--- config.mk ---
export PLATFORM = sky130hd
export DESIGN_NAME = msrv32_wb_arbiter
export DESIGN_NICKNAME = d
export VERILOG_FILES = /design/src/rtl/msrv32_wb_arbiter.sv
export SDC_FILE = /design/constraint.sdc
export NUM_CORES = 1
export LEC_CHECK = 0
export ABC_AREA = 0
export CORE_MARGIN = 5
export CORE_UTILIZATION = 35
export CTS_CLUSTER_SIZE = 28
export DETAILED_ROUTE_END_ITERATION = 10
export PLACE_DENSITY = 0.9
export SLEW_MARGIN = 20
export SYNTH_ARGS = -nofsm -noshare
export SYNTH_HDL_FRONTEND = slang
export SYNTH_SLANG_ARGS = --single-unit
--- constraint.sdc ---
create_clock -name clk_in -period 2.77 [get_ports clk_in]
set_input_delay 0.554 -clock clk_in [delete_from_list [all_inputs] [get_ports clk_in]]
set_output_delay 0.554 -clock clk_in [all_outputs]
set_load 0.03 [all_outputs]
--- src/rtl/msrv32_wb_arbiter.sv ---
// msrv32_wb_arbiter: round-robin writeback arbiter for the integer register file
// write port.
// N_REQ requesters compete through a valid/ready handshake. The winner is
// registered into a single output stage that drives wr_en/rd_addr/rd.
// Optional feature macro: MSRV32_WB_SCOREBOARD_EN adds a destination scoreboard
// that flags source registers with a write still outstanding.

module msrv32_wb_arbiter #(
   parameter int unsigned N_REQ = 3,
   parameter int unsigned XLEN  = 32
) (
   input  logic                    clk_in,
   input  logic                    reset_n_in,
   input  logic                    flush_in,
   input  logic [N_REQ-1:0]        req_valid_in,
   output logic [N_REQ-1:0]        req_ready_out,
   input  logic [5*N_REQ-1:0]      req_addr_in,
   input  logic [XLEN*N_REQ-1:0]   req_data_in,
   output logic                    wr_en_out,
   output logic [4:0]              rd_addr_out,
   output logic [XLEN-1:0]         rd_out,
   input  logic                    sb_set_in,
   input  logic [4:0]              sb_set_addr_in,
   input  logic [4:0]              rs_1_addr_in,
   input  logic [4:0]              rs_2_addr_in,
   output logic                    rs_1_pending_out,
   output logic                    rs_2_pending_out
);

   localparam int unsigned PW = (N_REQ > 1) ? $clog2(N_REQ) : 1;

   logic [PW-1:0]    ptr_q, ptr_d;
   logic [N_REQ-1:0] grant;
   logic             grant_any;
   logic [PW-1:0]    gidx;
   logic [4:0]       win_addr;
   logic [XLEN-1:0]  win_data;

   logic             wr_en_q;
   logic [4:0]       rd_addr_q;
   logic [XLEN-1:0]  rd_data_q;

   // Round-robin scan from the pointer upward; first valid requester wins.
   always_comb begin
      int idx;
      int nxt;
      grant     = '0;
      grant_any = 1'b0;
      gidx      = '0;
      idx       = 0;
      nxt       = 0;
      // No grant while reset is held or the pipeline is being flushed.
      if (reset_n_in && !flush_in) begin
         for (int k = 0; k < int'(N_REQ); k++) begin
            idx = int'(ptr_q) + k;
            if (idx >= int'(N_REQ)) begin
               idx = idx - int'(N_REQ);
            end
            if (!grant_any && req_valid_in[idx]) begin
               grant[idx] = 1'b1;
               grant_any  = 1'b1;
               gidx       = PW'(idx);
            end
         end
      end
      win_addr = req_addr_in[5*int'(gidx) +: 5];
      win_data = req_data_in[XLEN*int'(gidx) +: XLEN];
      ptr_d    = ptr_q;
      if (grant_any) begin
         nxt = int'(gidx) + 1;
         if (nxt >= int'(N_REQ)) begin
            nxt = 0;
         end
         ptr_d = PW'(nxt);
      end
   end

   assign req_ready_out = grant;

   // Pointer and registered write-port stage; x0 writes retire without wr_en.
   always_ff @(posedge clk_in or negedge reset_n_in) begin
      if (!reset_n_in) begin
         ptr_q     <= '0;
         wr_en_q   <= 1'b0;
         rd_addr_q <= '0;
         rd_data_q <= '0;
      end else begin
         ptr_q   <= ptr_d;
         wr_en_q <= grant_any && (win_addr != 5'd0);
         if (grant_any) begin
            rd_addr_q <= win_addr;
            rd_data_q <= win_data;
         end
      end
   end

   assign wr_en_out   = wr_en_q;
   assign rd_addr_out = rd_addr_q;
   assign rd_out      = rd_data_q;

`ifdef MSRV32_WB_SCOREBOARD_EN
   logic [31:0] pend_q, pend_d;

   // Retiring write clears its bit; a same-cycle set is applied last so it wins.
   always_comb begin
      pend_d = pend_q;
      if (wr_en_q) begin
         pend_d[rd_addr_q] = 1'b0;
      end
      if (sb_set_in && (sb_set_addr_in != 5'd0)) begin
         pend_d[sb_set_addr_in] = 1'b1;
      end
   end

   // Pending vector survives flush; only reset clears it.
   always_ff @(posedge clk_in or negedge reset_n_in) begin
      if (!reset_n_in) begin
         pend_q <= '0;
      end else begin
         pend_q <= pend_d;
      end
   end

   assign rs_1_pending_out = (rs_1_addr_in != 5'd0) && pend_q[rs_1_addr_in];
   assign rs_2_pending_out = (rs_2_addr_in != 5'd0) && pend_q[rs_2_addr_in];
`else
   logic unused_sb;
   assign unused_sb        = ^{sb_set_in, sb_set_addr_in, rs_1_addr_in, rs_2_addr_in};
   assign rs_1_pending_out = 1'b0;
   assign rs_2_pending_out = 1'b0;
`endif

endmodule

==> results.toml <==
[timing]
finalCriticalPeriod_ns = 2.70
relSlewSlack = 0.583
holdWs_ns = 0.363
worst_pin_slew_ns = 0.625
fmax_ghz = 0.370
skew_ns = 0.00665
setup_viol = 0
hold_violations = 0
min_period_over_period = 0.975
finalMaxSlewViolations = 0

[critical_path]
endpoint_kind = "primary output"
start_kind = "primary input"
path_max_fanout = 4
critical_path_required_ns = 2.22
crit_type = "primary input to primary output"
worstReg2RegStart = "ptr_q[0]"
r2r-end = "rd_out[8]"
reg2reg_depth = 9
worstPathArrival_ns = 2.15
ff2ff_setup_slack_ns = 0.16

[routing]
drt-total-wl_um = 8710
ant_nets = 0
drc = 0
first_iter_violations = 122
firstDrtPassIters = 4
routed_via_density = 5.47
dr_total_vias = 2626
wire_per_inst_um = 18.1

[synthesis]
synth_area_um2 = 2400
ys_ff_latch = 40
synth_cell_types = 43
ys_async_sr_fraction = 1.00
avgSynthCellArea_um2 = 9.84
synth.most_common_cell = "dfrtp_1"
synth_top_area_cell = "dfrtp_1"
synthCells = 244
yosys-top-cells-count = "dfrtp_1 (40), a22oi_1 (35), nor2_1 (33), a221o_1 (25)"
synth_area_leaders = "dfrtp_1 (42%), a22oi_1 (11%), a221o_1 (10%)"
yosys_warnings = 0
synth_top_area_share = 0.417
synth_ff_type = "dfrtp_1"
ys_seq_area_frac = 0.417
synth-edff-count = 0

[floorplan]
rows = 30
die_y_um = 92.8
initial_core_util = 0.357
die_area_um2 = 8610
coreArea_um2 = 6720
ios = 176
die_w_um = 92.8

[global_routing]
grtUsageTotal = 0.194
first_global_vias = 2714
grt_start_max_net_pins = 53
grt_pass1_wl_um = 13300
grt_overflow_total = 0
grt_antenna_before_repair = 0

[placement]
dp_cells = 471
port_buffers = 157
hpwl_um = 6510
gp_congestion = 0.859
dpl_cell_area_um2 = 4030

[pwr]
sw_frac_of_total = 0.450
p_per_area_nw_per_um2 = 1120
pwr-share-comb = 0.675
p_leak_nw = 1.71
p_int_w = 0.00259
clockPowerShare = 0.102
p_switching_w = 0.00212
peakVddDrop_mv = 0.517
p_seq_frac = 0.223

[clock_network]
htree_levels = 2
clockBufferDepth = 2
cts_root_buf = "clkbuf_8"
tritoncts = "done"
cts_buffers = 5
worstSkewPairLatency_ns = 0.29
path_clk_slew_ns = 0.09
cts.sinks = 40
postCtsHoldBufs = 0

[layout]
layout-drive-gt1-share = 0.123
postLayoutCellArea_um2 = 4220
nFillCells = 565
syn_to_final_growth_pct = 76.0
layout.nets = 536
antenna_cells = 0
layoutNonFillerInstCount = 480

[flow_run]
cap_viol_max_count = 0

[hold_path]
hp-class = "primary input to asynchronous set/reset pin"

[outcome]
status = "finished clean"
-- critical path: stages --
cell,delay (ns)
clkdlybuf4s50_1,0.52
nor2b_2,0.21
o21ai_1,0.13
buf_4,0.16
a211oi_2,0.20
nor2_1,0.07
nor2_1,0.13
buf_4,0.18
-- stage by stage --
| stage | util | power [W] | setup TNS, ns | setup slack [ns] |
|---|---|---|---|---|
| 3_5_place_dp | 0.600 | 0.00411 | -9.27 | -0.393 |
| 5_1_grt | 0.628 | 0.00500 | -0.0397 | -0.0397 |
| 2_1_floorplan | - | 0.00302 | 0 | 0.281 |
| 4_1_cts | 0.620 | 0.00464 | 0 | 0.0171 |
| 6_report | 0.628 | 0.00471 | 0 | 0.0690 |
| 3_3_place_gp | 0.600 | 0.00401 | -7.83 | -0.315 |
-- flip-flops by register name, indices dropped and copies added (netlist names) --
register,count
wr_en_out,1
rd_out,32
rd_addr_out,5
ptr_q,2
-- power groups by stage --
stage	Sequential [W]	Combinational (W)	Clock, W
final	0.00105	0.00318	0.000478
after floorplan	0.00158	0.00144	0
after global routing	0.00109	0.00339	0.000516
after detailed placement	0.00105	0.00306	0
after CTS	0.00105	0.00310	0.000495
after global placement	0.00103	0.00297	0
-- worst max path at each step --
stage | startpoint | to | slack (ns) | cells past startpoint
finish | req_valid_in[1] | req_ready_out[2] | 0.07 | 8
global placement | req_valid_in[1] | rd_out[6] | -0.31 | 8
CTS | ptr_q[0] | req_ready_out[2] | 0.02 | 9
detailed placement | req_valid_in[1] | rd_out[8] | -0.39 | 8
floorplan | ptr_q[1] | req_ready_out[0] | 0.28 | 8
global route | ptr_q[1] | req_ready_out[2] | -0.04 | 10
-- logic make-up (layout without fill, tap and decap cells) --
group | after synthesis | in the layout | share of synthesized area
compound gates | 106 | 106 | 0.355
fa+ha+maj | 4 | 4 | 0.0209
buf+inv | 29 | 184 | 0.0704
flops | 40 | 40 | 0.417
mux | 4 | 4 | 0.0219
other cells | 1 | 2 | 0.00156
simple gates | 60 | 60 | 0.114
-- layout by cell type (no fill, tap or decap), drive strengths merged, types with 2 or more instances in the layout --
master	n
a211oi	2
a21o	2
a21oi	2
a221o	25
a22o	11
a22oi	35
a32oi	4
buf	20
clkbuf	5
clkdlybuf4s50	151
conb	2
dfrtp	40
ha	4
inv	3
mux2i	4
nand2	12
nand2b	3
nor2	33
nor2b	5
o21a	2
o21ai	16
or2	2
-- what timing repair did --
| item | 4_1_cts | 5_1_grt |
|---|---|---|
| gates resized for setup | 7 | 12 |
| endpoints found under the setup margin | 29 | 3 |
| pin swaps | 0 | 7 |
| cloned | 0 | 0 |
| buffers inserted | 0 | 1 |
-- cell type report --
type                            instances  area (um2)  share of cell area
Sequential cell                        40        1000               0.238
Clock inverter                          3        42.5              0.0101
Inverter                                3        11.3             0.00267
Multi-Input combinational cell        176        1320               0.312
Clock buffer                            5        68.8              0.0163
Timing Repair Buffer                  173        1680               0.398
Tap cell                               80         100              0.0237
-- routing by layer --
layer  share of wire  vias to the layer above  wire, um  global-route usage
li1                -                     1251         -                   -
met1            0.38                     1242      3350               0.210
met2            0.52                      125      4500               0.361
met3           0.090                        8       780              0.0634
met4          0.0087                        0        76              0.0513
met5               0                        -         0                   0
Power figures use the tool's default switching activity.
